File: src/rtl/rs_bm_ctrl.sv
// ---------------------------------------------------------------------------
// rs_bm_ctrl
//
// Sequencer for the iterative Berlekamp-Massey stage of the Reed-Solomon
// decoder. It accepts a syndrome block through a valid/ready handshake and
// loads the shared iteration datapath. It then steps the datapath through
// ROOTS_NUM iterations, one per cycle. It owns the LFSR length L and the
// length-change decision. It hands the final error-locator length and the
// decode-failure flag to the Chien/Forney stage through a valid/ready
// handshake.
//
// Ports
//   aclk, aresetn   clock; asynchronous active-low reset
//   flush           synchronous abort back to IDLE (no result, no count)
//   syn_vld/syn_rdy syndrome block handshake; syn_zero sampled with syn_vld
//   dp_init         one-cycle datapath load strobe (Lambda=1, B=1)
//   dp_iter_en      datapath executes iteration dp_iter_idx (1..ROOTS_NUM)
//   dp_delta_nz     discrepancy non-zero, combinational from datapath
//   dp_len_upd      combinational length-change decision for the datapath
//   res_vld/res_rdy result handshake carrying err_len and decode_error
//   busy            controller not idle
//   fail_cnt        saturating count of delivered results flagged as failed
// ---------------------------------------------------------------------------
module rs_bm_ctrl #(
    parameter int ROOTS_NUM = 16,
    parameter int T_VAL     = ROOTS_NUM / 2,
    parameter int LEN_WIDTH = $clog2(ROOTS_NUM + 1)
) (
    input  logic                 aclk,
    input  logic                 aresetn,
    input  logic                 flush,
    input  logic                 syn_vld,
    input  logic                 syn_zero,
    output logic                 syn_rdy,
    output logic                 dp_init,
    output logic                 dp_iter_en,
    output logic [LEN_WIDTH-1:0] dp_iter_idx,
    input  logic                 dp_delta_nz,
    output logic                 dp_len_upd,
    output logic                 res_vld,
    input  logic                 res_rdy,
    output logic [LEN_WIDTH-1:0] err_len,
    output logic                 decode_error,
    output logic                 busy,
    output logic [15:0]          fail_cnt
);

    typedef enum logic [1:0] {
        ST_IDLE = 2'd0,
        ST_INIT = 2'd1,
        ST_ITER = 2'd2,
        ST_DONE = 2'd3
    } state_t;

    localparam logic [LEN_WIDTH-1:0] LEN_ZERO = {LEN_WIDTH{1'b0}};
    localparam logic [LEN_WIDTH-1:0] LEN_ONE  = LEN_WIDTH'(1);
    localparam logic [LEN_WIDTH-1:0] R_LAST   = LEN_WIDTH'(ROOTS_NUM);
    localparam logic [LEN_WIDTH-1:0] T_LIMIT  = LEN_WIDTH'(T_VAL);
    localparam logic [15:0]          CNT_MAX  = 16'hFFFF;

    state_t                 state_q;
    logic [LEN_WIDTH-1:0]   len_q;        // LFSR length L
    logic [LEN_WIDTH-1:0]   r_q;          // iteration index, 0 outside ITER
    logic                   syn_zero_q;
    logic                   syn_rdy_q;
    logic                   dp_init_q;
    logic                   dp_iter_en_q;
    logic                   res_vld_q;
    logic [LEN_WIDTH-1:0]   err_len_q;
    logic                   decode_error_q;
    logic                   busy_q;
    logic [15:0]            fail_cnt_q;

    logic [LEN_WIDTH:0]     two_len_s;
    logic [LEN_WIDTH:0]     r_minus1_s;
    logic                   len_upd_s;
    logic [LEN_WIDTH-1:0]   len_d;

    // Length-change decision and next L; 2L <= r-1 is evaluated one bit wider
    // so that 2L cannot wrap for L up to ROOTS_NUM.
    always_comb begin
        two_len_s  = {len_q, 1'b0};
        r_minus1_s = {1'b0, r_q} - {{LEN_WIDTH{1'b0}}, 1'b1};
        len_upd_s  = 1'b0;
        len_d      = len_q;
        if (state_q == ST_ITER) begin
            len_upd_s = dp_delta_nz && (two_len_s <= r_minus1_s);
            if (len_upd_s) begin
                len_d = r_q - len_q;
            end else begin
                len_d = len_q;
            end
        end else begin
            len_upd_s = 1'b0;
            len_d     = len_q;
        end
    end

    // Controller FSM: state, L, r and all registered handshake/strobe outputs.
    always_ff @(posedge aclk or negedge aresetn) begin
        if (!aresetn) begin
            state_q        <= ST_IDLE;
            len_q          <= LEN_ZERO;
            r_q            <= LEN_ZERO;
            syn_zero_q     <= 1'b0;
            syn_rdy_q      <= 1'b1;
            dp_init_q      <= 1'b0;
            dp_iter_en_q   <= 1'b0;
            res_vld_q      <= 1'b0;
            err_len_q      <= LEN_ZERO;
            decode_error_q <= 1'b0;
            busy_q         <= 1'b0;
            fail_cnt_q     <= 16'h0000;
        end else if (flush) begin
            // Abort: drop any pending result without a handshake or count.
            state_q      <= ST_IDLE;
            len_q        <= LEN_ZERO;
            r_q          <= LEN_ZERO;
            syn_rdy_q    <= 1'b1;
            dp_init_q    <= 1'b0;
            dp_iter_en_q <= 1'b0;
            res_vld_q    <= 1'b0;
            busy_q       <= 1'b0;
        end else begin
            case (state_q)
                ST_IDLE: begin
                    if (syn_vld) begin
                        state_q    <= ST_INIT;
                        syn_zero_q <= syn_zero;
                        syn_rdy_q  <= 1'b0;
                        dp_init_q  <= 1'b1;
                        busy_q     <= 1'b1;
                    end else begin
                        syn_rdy_q  <= 1'b1;
                        busy_q     <= 1'b0;
                    end
                end
                ST_INIT: begin
                    dp_init_q <= 1'b0;
                    len_q     <= LEN_ZERO;
                    if (syn_zero_q) begin
                        // Nothing to correct: skip the iterations entirely.
                        state_q        <= ST_DONE;
                        r_q            <= LEN_ZERO;
                        res_vld_q      <= 1'b1;
                        err_len_q      <= LEN_ZERO;
                        decode_error_q <= 1'b0;
                    end else begin
                        state_q      <= ST_ITER;
                        r_q          <= LEN_ONE;
                        dp_iter_en_q <= 1'b1;
                    end
                end
                ST_ITER: begin
                    len_q <= len_d;
                    if (r_q == R_LAST) begin
                        state_q        <= ST_DONE;
                        r_q            <= LEN_ZERO;
                        dp_iter_en_q   <= 1'b0;
                        res_vld_q      <= 1'b1;
                        err_len_q      <= len_d;
                        decode_error_q <= (len_d > T_LIMIT);
                    end else begin
                        r_q <= r_q + LEN_ONE;
                    end
                end
                ST_DONE: begin
                    if (res_rdy) begin
                        state_q   <= ST_IDLE;
                        res_vld_q <= 1'b0;
                        syn_rdy_q <= 1'b1;
                        busy_q    <= 1'b0;
                        if (decode_error_q && (fail_cnt_q != CNT_MAX)) begin
                            fail_cnt_q <= fail_cnt_q + 16'd1;
                        end else begin
                            fail_cnt_q <= fail_cnt_q;
                        end
                    end else begin
                        res_vld_q <= 1'b1;
                    end
                end
                default: begin
                    state_q      <= ST_IDLE;
                    len_q        <= LEN_ZERO;
                    r_q          <= LEN_ZERO;
                    syn_rdy_q    <= 1'b1;
                    dp_init_q    <= 1'b0;
                    dp_iter_en_q <= 1'b0;
                    res_vld_q    <= 1'b0;
                    busy_q       <= 1'b0;
                end
            endcase
        end
    end

    assign syn_rdy      = syn_rdy_q;
    assign dp_init      = dp_init_q;
    assign dp_iter_en   = dp_iter_en_q;
    assign dp_iter_idx  = r_q;
    assign dp_len_upd   = len_upd_s;
    assign res_vld      = res_vld_q;
    assign err_len      = err_len_q;
    assign decode_error = decode_error_q;
    assign busy         = busy_q;
    assign fail_cnt     = fail_cnt_q;

endmodule

File: config.mk
export PLATFORM = sky130hd
export DESIGN_NAME = rs_bm_ctrl
export DESIGN_NICKNAME = d
export VERILOG_FILES = /design/src/rtl/rs_bm_ctrl.sv
export SDC_FILE = /design/constraint.sdc
export NUM_CORES = 1
export LEC_CHECK = 0
export CORE_ASPECT_RATIO = 0.75
export CORE_MARGIN = 1.5
export CORE_UTILIZATION = 55
export DETAILED_ROUTE_END_ITERATION = 10
export GPL_TIMING_DRIVEN = 0
export PLACE_DENSITY = 0.82
export SLEW_MARGIN = 40
export SYNTH_ARGS = -nofsm -noshare
export SYNTH_HDL_FRONTEND = slang
export SYNTH_SLANG_ARGS = --single-unit
File: constraint.sdc
create_clock -name aclk -period 6.8 [get_ports aclk]
set_input_delay 2.04 -clock aclk [delete_from_list [all_inputs] [get_ports aclk]]
set_output_delay 2.04 -clock aclk [all_outputs]
set_load 0.01 [all_outputs]
==> results of run 1 <==
## worst register-to-register path: cells and delay by family, from the launching register on
| kind | cells | cell delay [ns] |
|---|---|---|
| multiplexers | 1 | 0.33 |
| AO/OA/AOI/OAI | 3 | 0.66 |
| XOR/XNOR | 1 | 0.16 |
| flip-flops | 1 | 0.59 |
| AND/OR/NAND/NOR | 3 | 0.32 |
| buffers and inverters | 1 | 0.12 |
| adder cells (fa/ha/maj) | 2 | 0.49 |
## registers in the layout, summed over array words and instances (netlist names)
name / flops
dp_iter_idx: 5
err_len: 5
decode_error: 1
syn_rdy: 1
fail_cnt: 16
len_q: 5
dp_init: 1
state_q: 2
res_vld: 1
syn_zero_q: 1
busy: 1
dp_iter_en: 1
## synth_stat cells (all sizes together), types with 2 or more instances
cell type  number  area [sq um]
a22oi           4          30.0
o31ai           3          22.5
a31oi           2          27.5
nor3            6          30.0
inv             8          30.0
nand3           8          40.0
a21oi          12          60.1
o21ai           9          45.0
o22ai           2          26.3
a2bb2oi         3          26.3
o211ai          2          15.0
xnor2          15           131
xor2            8          70.1
nor4            2          27.5
dfrtp          39           976
mux2i           5          50.1
ha             17           213
nor2           19          71.3
nand4           6          37.5
nor2b           4          25.0
nand2          26          97.6
and3            4          26.3
buf             5          30.0
clkbuf          4          15.0
or3             3          18.8
nand2b          4          25.0
and2            2          12.5
mux2            3          33.8
## logic make-up (layout without fill, tap and decap cells)
group,count (synthesis),count (layout)
and+or+nand+nor,90,90
AOI/OAI and AO/OA,43,43
DFF,40,40
xor gates and xnor gates,23,23
adders and majority gates,18,18
buffers and inverters,18,65
muxes,8,8
## layout make-up
class / instances / area [sq um]
tap: 55 / 68.8
clock buffer: 6 / 72.6
inverter: 9 / 33.8
timing repair buffer: 39 / 388
sequential: 40 / 1000
buffer: 9 / 45.0
clock inverter: 2 / 35.0
multi-input combinational: 182 / 1280
fill: 309 / 1150
## stage by stage
stage	hold WS, ns	instances
6_report	0.495	342
5_1_grt	0.526	342
4_1_cts	0.497	342
3_5_place_dp	0.468	334
3_3_place_gp	0.464	334
2_1_floorplan	0.514	240
## layer usage
| layer | track usage, % | routed length, um | vias to the layer above |
|---|---|---|---|
| li1 | - | - | 932 |
| met1 | 33.8 | 2450 | 900 |
| met2 | 37.1 | 2330 | 53 |
| met3 | 5.19 | 241 | 5 |
| met4 | 9.18 | 61 | 0 |
| met5 | 0 | 0 | - |
## where the power goes
group          switching [mW]  internal [mW]
Sequential             0.0327          0.268
Combinational           0.167          0.135
Clock                  0.0812          0.109
Total                   0.281          0.512
## final timing paths
kind / end / slack (ns)
worst max-delay path: dp_len_upd / 1.04
worst min-delay path: err_len[1]$_DFFE_PN0P_ / 0.49
worst max register to register: len_q[2]$_DFFE_PN0P_ / 4.00
worst min register to register: err_len[1]$_DFFE_PN0P_ / 0.49
max in group asynchronous: syn_rdy$_DFFE_PN1P_ / 4.73
min in group asynchronous: fail_cnt[7]$_DFFE_PN0P_ / 1.70
## layout by cell type, fill, tap and decap left out, types with 2 or more instances in the layout
cell                              instances
sky130_fd_sc_hd__nand2_1                 26
sky130_fd_sc_hd__o31ai_1                  3
sky130_fd_sc_hd__o21ai_0                  8
sky130_fd_sc_hd__and2_1                   2
sky130_fd_sc_hd__xor2_1                   8
sky130_fd_sc_hd__nor2b_1                  4
sky130_fd_sc_hd__nand2b_1                 4
sky130_fd_sc_hd__nor2_1                  19
sky130_fd_sc_hd__clkbuf_1                 5
sky130_fd_sc_hd__nand3_1                  8
sky130_fd_sc_hd__buf_2                    3
sky130_fd_sc_hd__ha_1                    17
sky130_fd_sc_hd__and3_1                   3
sky130_fd_sc_hd__o211ai_1                 2
sky130_fd_sc_hd__dfrtp_1                 39
sky130_fd_sc_hd__clkbuf_8                 5
sky130_fd_sc_hd__or3_1                    3
sky130_fd_sc_hd__clkdlybuf4s50_1         38
sky130_fd_sc_hd__a21oi_1                 12
sky130_fd_sc_hd__nor3_1                   6
sky130_fd_sc_hd__mux2i_1                  5
sky130_fd_sc_hd__a22oi_1                  4
sky130_fd_sc_hd__a2bb2oi_1                3
sky130_fd_sc_hd__inv_1                    8
sky130_fd_sc_hd__mux2_2                   3
sky130_fd_sc_hd__xnor2_1                 15
sky130_fd_sc_hd__nand4_1                  6
==> summary by stage, run 1 <==
CTS
The clock tree from TritonCTS is yes. The number of clock buffers inserted by TritonCTS is 5. CTS saw 40 sinks. After clock tree synthesis, the setup repair step added 0 buffers. The clock-pin transition on the worst setup and hold timing paths is around 0.070 ns. At the later pin of the worst-skew pair, clock insertion delay measures 0.30 ns. Gates resized during post-CTS repair numbered 0.

The H-tree generated during clock tree synthesis spans 2 levels. The cts-stage hold buffer count is 0. The clock tree root driver cell is sky130_fd_sc_hd__clkbuf_8. The buffer depth of the longest clock path is 2.

Setup path
The category of the most critical setup path is input port to primary output. The maximum net fanout on the critical path is 9. The worst path required time is 4.76 ns. The arrival time of data at the critical path endpoint is 3.72 ns. By instance count, the cell type seen most on the critical path is sky130_fd_sc_hd__clkdlybuf4s50_1.

Counting buffers and inverters, the worst setup path is 5 cells deep. In this run the worst setup path begins at dp_delta_nz. In this design, the largest share of critical-path delay is due to buffers and inverters. The critical path goes through clkdlybuf4s50_1 -> and3b_1 -> o211ai_1 -> o22ai_4 -> clkdlybuf4s50_1. In this run the critical register-to-register path is launched from dp_iter_idx[1]$_DFFE_PN0P_. The largest stage delay on the critical path is 0.61 ns. The worst setup path is captured at a primary output. Together, buffers and inverters on the worst path number 2.

The length in cells of the worst reg-to-reg path is 11. The slowest stage of the critical path belongs to the cell sky130_fd_sc_hd__clkdlybuf4s50_1. The startpoint type of the worst setup path is an input port.

Synthesis
The warning count from the yosys run is 0. In this run, synthesis inferred 0 flip-flops with an integrated enable. Of the total synthesized cell area, the portion taken by full adders, half adders and majority gates is roughly 9.8%. In this run the cell area of the synthesized design comes to 0.00236 sq mm. The fraction of synthesized area in multiplexers is ~3.5%. After synthesis, the netlist uses 50 different library cells. The complex-gate fraction of the synthesized area is 12.8%. The synthesized netlist devotes 19.6% of its cell area to simple gates. The mean instance size in the synthesized netlist is 9.85 sq um. Among all flip-flop cells after synthesis, the most frequent one is sky130_fd_sc_hd__dfrtp_1.

When the netlist entered floorplanning its net count stood at 265. Of all flip-flops after synthesis, the portion carrying an async set or reset was 100%. The flip-flop and latch count after synthesis is 40. The XOR/XNOR share of the synthesized area is 8.52%.

After synthesis, the largest family of logic cells by area is simple AND/OR/NAND/NOR gates. The synthesized instance count is 240. The portion of the post-synthesis area used by sequential elements is 42.4%.

Outcome
The flow ran to the end, and the final reports show no timing, DRC or antenna violations.

Job
Max-cap violations in this run came to 0.

Floorplan
The initial core utilization is 58.0%. The overall die width is between 70 and 80 um. From bottom edge to top edge, the die measures about 60 um.

The area of the die is 0.00471 sq mm. The count of standard-cell rows is 20. The number of primary I/O pins is 40.

The core area is 0.00408 sq mm.

Timing
For the final database, setup skew stands at just under 0.01 ns. The maximum operating frequency is between 150 and 200 MHz. The final count of pins violating max slew is 0. In the final timing run, aggregate negative setup slack is 0 ns. After layout, the worst path uses 84.7% of the clock period. The transition time at the pin with the least slew margin is 0.495 ns. Subtracting the final worst setup slack from the clock period gives 5.76 ns. Setup repair after global routing left no endpoint under its margin. Setup violations remaining at the end of the flow were counted as 0.

The worst-case setup margin in the final layout is between 1 and 1.5 ns. The final count of hold timing violations is 0. The worst pin sits at a relative slew slack of 67.0%.

Layout
For this run, the share of the core covered by cells in the final layout is 71.8%. The number of nets in the layout is between 300 and 400. With fillers left out, the area of the finished cells amounts to between 0.002 and 0.003 sq mm. Relative to the synthesized area, the layout overhead comes to 23.9%.

The fraction of final layout cells sized beyond drive strength 1 is 7.67%. The count of antenna diodes in the layout is 0.

Power
IR analysis of the VDD net gives a maximum drop of 0.190 mV. The total power is ~0.79 mW. The analysis attributes to cell leakage a power of 1.26 nW.

The power density over cell area is between 200 and 300 mW/mm^2.

Hold path
The worst hold path passes through 2 cells. In this run the most critical hold path is launched from err_len[1]$_DFFE_PN0P_. The min-delay analysis places its worst path in the category flip-flop to flip-flop.

Placed design
During placement, the flow inserted port buffers numbering 39. The worst slack at placement is 1.05 ns. Once detailed placement completed, the half-perimeter wirelength came to 3730 um. At the end of routability-driven placement, the weighted congestion stood at 0.836. The total placed instance area is 0.00282 sq mm.

Drt
The violation count after the first detailed-routing iteration is 157. The average detailed-routed wire length per instance is 14.9 um. Dividing the detail-routed via count by the number of cells gives around 5.5. Once detail routing completed, the nets flagged for antenna violations numbered 0. The number of iterations in the first detailed-routing pass is 4. After detailed routing, the number of remaining DRC violations is 0. The overall routed net length is 5090 um. The routed layout has 1890 vias.

Global routing
The number of global-route vias before repair is 1803. Summed over all layers, the global routing overflow is 0. The initial antenna violation count is 0. The first global-routing pass estimated 8540 um of wire. The largest net degree at the start of global routing is 41. The global-route usage over all layers is 24.1%.
Power figures use the tool's default switching activity.
==> run 2, diff against run 1 <==
--- a/config.mk
+++ b/config.mk
@@ -7,10 +7,10 @@
 export LEC_CHECK = 0
 export CORE_ASPECT_RATIO = 0.75
 export CORE_MARGIN = 1.5
-export CORE_UTILIZATION = 55
+export CORE_UTILIZATION = 53
 export DETAILED_ROUTE_END_ITERATION = 10
 export GPL_TIMING_DRIVEN = 0
-export PLACE_DENSITY = 0.82
+export PLACE_DENSITY = 0.8
 export SLEW_MARGIN = 40
 export SYNTH_ARGS = -nofsm -noshare
 export SYNTH_HDL_FRONTEND = slang
==> constraint.sdc (replaced) <==
create_clock -name aclk -period 5.85 [get_ports aclk]
set_input_delay 1.755 -clock aclk [delete_from_list [all_inputs] [get_ports aclk]]
set_output_delay 1.755 -clock aclk [all_outputs]
set_load 0.01 [all_outputs]
==> run 2 against run 1 <==
Clock skew is 0.0063 ns lower. Design area is 0.64% higher. Die area is 3.6% higher. Combinational power is 16% higher. Clock power is 28% higher. Hold slack worse by 0.012 ns. Register-to-register slack worse by 0.96 ns. Critical path depth stayed put. Non-clock buffer count stayed put. Total power is 19% higher. Critical endpoint unchanged.
==> summary by stage, run 2 (synthesis gave the netlist of run 1 again) <==
Outcome
The flow ran to the end, and the final reports show no timing, DRC or antenna violations.

Floorplan
The count of standard-cell rows came to 20 (unchanged). The number of primary I/O pins was 40 (unchanged). The core area is 0.00415 sq mm (+1.8%).

The die span in y was 60.9 um (+1.8%). The overall die width is 80.1 um (+1.8%). The area of the die was 0.00488 sq mm (+3.6%).

The initial core utilization came to 56.9% (-1.0 points).

Setup path
The critical path's most frequent cell is sky130_fd_sc_hd__clkdlybuf4s50_1. The startpoint type of the worst setup path is an input port. The largest stage delay on the critical path is 0.60 ns (about the same). The type of destination of the critical path is a primary output. The critical path goes through clkdlybuf4s50_1 -> and3b_1 -> o211ai_1 -> o22ai_4 -> clkdlybuf4s50_1.

The worst path required time is 4.09 ns (-0.67 ns). The category of the most critical setup path is input port to primary output. On the critical path, the stage with the largest delay is an instance of sky130_fd_sc_hd__clkdlybuf4s50_1.

The arrival time of data at the critical path endpoint was 3.49 ns (-0.23 ns). The maximum net fanout on the critical path is 9 (unchanged).

Timing
The post-route clock skew is 0.00342 ns (-0.00629 ns). Static timing analysis puts the maximum clock frequency at 191 MHz. The worst path needs 5.24 ns of the cycle, external delays included. The final setup violation count is 0 (unchanged). Setup repair after global routing left no endpoint under its margin. The final count of pins violating max slew is 0 (unchanged).

The final count of hold timing violations was 0 (unchanged). The total negative slack for setup checks is 0 ns (unchanged). The transition time at the pin with the least slew margin came to 0.516 ns (+0.0210 ns). The relative slew slack is 65.6% (-1.4 points). The portion of the clock cycle consumed by the worst path in the final layout is 89.6%.

CTS
The number of clock buffers inserted by TritonCTS is 5 (unchanged). The tree is rooted in a sky130_fd_sc_hd__clkbuf_8. The cts-stage hold buffer count is 0 (unchanged). The clock-pin transition on the worst setup and hold timing paths came to 0.07 ns (about the same). The number of instances resized during post-cts repair is 0 (unchanged).

The clock insertion delay at the later pin of the skew report is 0.29 ns (about the same). The clock tree from TritonCTS is yes. The post-CTS setup repair buffer count was 0 (unchanged).

The number of clock sinks came to 40 (unchanged). The H-tree depth is 2 (unchanged). The buffer depth of the longest clock path was 2 (unchanged).

Layout
The fraction of final layout cells sized beyond drive strength 1 is 8.01% (+0.35 points). The count of antenna diodes in the layout is 0 (unchanged). Leaving out fill and tap cells, the most frequent cells in the layout are sky130_fd_sc_hd__dfrtp_1, sky130_fd_sc_hd__clkdlybuf4s50_1, sky130_fd_sc_hd__nand2_1. From synthesis to final layout, the design area changed by 24.7%. The number of nets in the layout was 311 (unchanged). The library cell used most frequently in the layout, excluding fill and tap cells, is sky130_fd_sc_hd__dfrtp_1. The number of flip-flops under the largest register name came to 16 (unchanged).

Drt
The remaining antenna violation count was 0 (unchanged). The detailed-route vias per instance came to 5.58 (+0.90%). The violation count after the first detailed-routing iteration came to 148 (-5.7%). The average detailed-routed wire length per instance was 14.4 um (-3.0%). The total via count after detailed routing is 1907 (+0.90%).

The overall routed net length is 4930 um (-3.0%). The remaining routing DRC violations is 0 (unchanged). The number of iterations in the first detailed-routing pass was 4 (unchanged).

Job
The max capacitance violation total was 0 (unchanged).

Global routing
The global-route congestion overflow total was 0 (unchanged). The wire length of the first global-routing pass is 8320 um (-2.5%). The global-route usage over all layers is 22.7% (-1.4 points). The initial antenna violation count came to 0 (unchanged).

The number of global-route vias before repair is 1749 (-3.0%). The largest net degree at the start of global routing is 41 (unchanged).

Hold path
The kind of path behind the tightest hold check is flip-flop to flip-flop.

Power
The leakage power is 1.27 nW (+0.74%). The total power is 0.944 mW (+19%). The power density over cell area is 320 mW/mm^2 (+18%). The maximum VDD drop came to 0.198 mV (+4.1%).

Placed design
The number of port buffers is 39 (unchanged). The detailed-placement wirelength estimate was 3660 um (-1.8%). The routability congestion estimate from global placement is 0.868 (+3.9%).
run 2: changes by cell type in the layout (fill, tap and decap cells not counted):
cell                       previous run  this run
sky130_fd_sc_hd__clkbuf_1             5         4
sky130_fd_sc_hd__clkinv_2             1         0
sky130_fd_sc_hd__clkbuf_8             5         7
run 2: final cells by class:
type,count,area (sq um)
Multi-Input combinational cell,182,1280
Clock buffer,7,96.3
Timing Repair Buffer,39,388
Inverter,9,33.8
Tap cell,55,68.8
Fill cell,341,1210
Clock inverter,1,30.0
Buffer,9,45.0
Sequential cell,40,1000
run 2: worst max-delay path, delay by kind of cell:
family	cells	cell delay (ns)
AO/OA/AOI/OAI	2	0.44
AND/OR/NAND/NOR	1	0.18
buffers and inverters	2	1.11
run 2: path summary, 6_finish.rpt:
| kind | cells past startpoint | slack (ns) | startpoint | to |
|---|---|---|---|---|
| max in group asynchronous | 1 | 4.05 | aresetn | syn_rdy$_DFFE_PN1P_ |
| min in group asynchronous | 1 | 1.43 | aresetn | err_len[1]$_DFFE_PN0P_ |
| worst min-delay path | 2 | 0.48 | err_len[2]$_DFFE_PN0P_ | err_len[2]$_DFFE_PN0P_ |
| worst min register to register | 2 | 0.48 | err_len[2]$_DFFE_PN0P_ | err_len[2]$_DFFE_PN0P_ |
| worst max register to register | 11 | 3.04 | dp_iter_idx[1]$_DFFE_PN0P_ | len_q[3]$_DFFE_PN0P_ |
| worst max-delay path | 5 | 0.61 | dp_delta_nz | dp_len_upd |
run 2: per-layer routing:
layer | global-route usage [%] | vias up | routed length, um
met5 | 0 | - | 0
met4 | 8.87 | 0 | 65
met3 | 4.66 | 7 | 224
met2 | 34.5 | 44 | 2170
met1 | 32.4 | 918 | 2470
li1 | - | 938 | -
run 2: power breakdown:
part	total (mW)	internal (mW)	switching, mW
Sequential	0.351	0.312	0.0395
Clock	0.244	0.150	0.0934
Combinational	0.349	0.156	0.193
Total	0.944	0.618	0.325
run 2: stage by stage:
stage	setup WS, ns	utilization, %	area [sq um]	std cells	hold slack [ns]
2_1_floorplan	1.80	-	2360	240	0.514
3_3_place_gp	0.666	68.0	2820	334	0.467
3_5_place_dp	0.620	67.9	2820	334	0.469
4_1_cts	0.619	71.0	2950	342	0.486
5_1_grt	0.543	71.0	2950	342	0.523
6_report	0.607	71.0	2950	342	0.483
==> patch, RTL diff (flow settings as in run 2) <==
`ROOTS_NUM`: 16 -> 32.
--- a/src/rtl/rs_bm_ctrl.sv
+++ b/src/rtl/rs_bm_ctrl.sv
@@ -22,7 +22,7 @@
 //   fail_cnt        saturating count of delivered results flagged as failed
 // ---------------------------------------------------------------------------
 module rs_bm_ctrl #(
-    parameter int ROOTS_NUM = 16,
+    parameter int ROOTS_NUM = 32,
     parameter int T_VAL     = ROOTS_NUM / 2,
     parameter int LEN_WIDTH = $clog2(ROOTS_NUM + 1)
 ) (
Interface: changed (resized dp_iter_idx and err_len); port bits go from 40 to 42. No check against the original RTL was run, so the function may have changed too.
==> patch against run 2 <==
Wire length grew 13%; first-iteration DRC count shrank 20%; largest power group unchanged; worst setup slack gained 36 ps; synthesized cell count grew 15%; power grew 0.67%; worst hold slack gained 9.7 ps; area after synthesis grew 9.9%; sequential cell count grew 3; design area grew 8.4%; critical endpoint unchanged; non-clock buffer count grew 1; via count grew 12%.
==> patch: results (changes against run 2) <==
routability congestion estimate 0.8340 (was 0.8677); total CTS buffers 5 (unchanged); H-tree levels 2 (unchanged); number of global-route vias before repair 2033 (was 1749); Antenna Diode Count 0 (unchanged); Fillers 356 (was 341); critical path launch point dp_iter_idx[0] (was dp_delta_nz); clock skew after layout 7.513 ps (was 3.420 ps); setup bufs post-CTS 0 (unchanged); clk root buf clkbuf_8 (unchanged); post-cts resize count 0 (unchanged); Reg clk slew, reported paths 80 ps; grt met2 use 36.19% (was 34.45%); Post-synth ARST share 100.0% (unchanged); Syn Nets 302 (was 265); IO buf count 41 (was 39); share of layout cells above drive strength 1 6.790% (was 8.014%); Nets 350 (was 311); WL final 5595 microns (was 4933 microns); HPWL Detailed 4226 microns (was 3657 microns); worst hold path class reg -> reg (unchanged); router iterations before antenna repair 4 (unchanged); Clock Path Buffers 2 (unchanged); status complete, no violations (unchanged); post-synth cell types 50 (unchanged); met3 usage 4.718% (was 4.662%); Critical Path AT 3450 ps (was 3490 ps); DP Area 3084 sq um (was 2821 sq um); initial antenna violation count 0 (unchanged); top cells by area, synth dfrtp_1 (40%), ha_1 (9.1%), xnor2_1 (6.1%), nand2_1 (4.8%), o21ai_0 (3.7%) (was dfrtp_1 (41%), ha_1 (9.0%), xnor2_1 (5.6%), nand2_1 (4.1%), nor2_1 (3.0%)); number of flip-flops in the largest register 16 (unchanged); Seq/Total Area, Yosys 41.43% (was 42.38%); Pleak 1.425 nW (was 1.273 nW); Int Power 0.6145 mW (was 0.6184 mW); via count 2145 (was 1907); Crit Path Max Fanout 10 (was 9); Hold Startpoint fail_cnt[5] (was err_len[2]); met1 global-route usage 34.09% (was 32.41%); VDD IR max 0.0002039 V (was 0.0001976 V); drt initial violations 119 (was 148); Relative slew margins 53.58% (was 65.62%); first-pass GRT wire length 9922 microns (was 8321 microns); yosys warns 0 (unchanged); Setup WS pre-CTS 838.9 ps (was 619.9 ps); top cells by count, synth dfrtp_1 (42), nand2_1 (33), nor2_1 (24) (was dfrtp_1 (39), nand2_1 (26), nor2_1 (19)); GRT Overall Usage 23.44% (was 22.72%); largest net degree at the start of global routing 44 (was 41)
-- patch: cell count changes in the layout (fill, tap and decap cells not counted), sizes merged, moves of 4 or more --
| cell | run 2 | this run |
|---|---|---|
| a21oi | 12 | 8 |
| nor2 | 19 | 24 |
| o21ai | 9 | 21 |
| nand4 | 6 | 10 |
| inv | 8 | 15 |
| nand2 | 26 | 33 |
-- patch: power by group through the flow --
stage	sequential (mW)	clock [mW]	combinational [mW]
after global routing	0.369	0.251	0.399
after global placement	0.368	0	0.341
after CTS	0.363	0.237	0.356
final	0.363	0.233	0.355
after detailed placement	0.369	0	0.352
after floorplan	0.370	0	0.237
-- patch: final timing paths --
check                           cells after the start  slack [ps]      endpoint
worst max register to register                     12        2650  decode_error
max in group asynchronous                           1        4040       syn_rdy
worst max-delay path                               11         640    dp_len_upd
worst min-delay path                                1         490   fail_cnt[5]
min in group asynchronous                           1        1430      len_q[5]
worst min register to register                      1         490   fail_cnt[5]
-- patch: cell type report --
class / count / share of cell area (%)
multi-input cells: 209 / 44.46
clock buffers: 5 / 2.153
repair buffers: 41 / 12.76
well taps: 57 / 2.231
flip-flops and latches: 43 / 33.70
inverters: 15 / 1.761
plain buffers: 8 / 1.566
clock inverters: 3 / 1.370
-- patch: worst max-delay path, stage by stage, from the launching register on --
cell,delay (ps)
dfrtp_1,480
inv_1,160
ha_1,220
nor4b_4,340
nand2_1,100
ha_1,330
nand4_1,120
or3b_2,460
o2111ai_1,160
buf_4,230
inv_1,70
clkdlybuf4s50_1,470
-- patch: metal layers --
layer  routed length [microns]  up-vias
li1                          -     1056
met1                      2735     1028
met2                      2539       55
met3                       267        6
met4                        51        0
met5                         0        -
-- patch: kinds of logic (layout without fill, tap and decap cells) --
group	Yosys count	count (layout)	synth area share (%)
mux	6	6	2.358
compound gates	53	53	13.52
xor+xnor	25	25	8.422
buf+inv	23	72	4.090
flops	43	43	41.43
simple gates	105	105	20.26
fa+ha+maj	20	20	9.913
-- patch: metrics by stage --
step	utilization (%)	cells	hold WS [ps]
floorplan	-	275	511.2
global placement	67.02	373	470.2
detailed placement	67.07	373	476.9
CTS	69.52	381	492.2
global route	69.52	381	525.2
finish	69.52	381	492.4
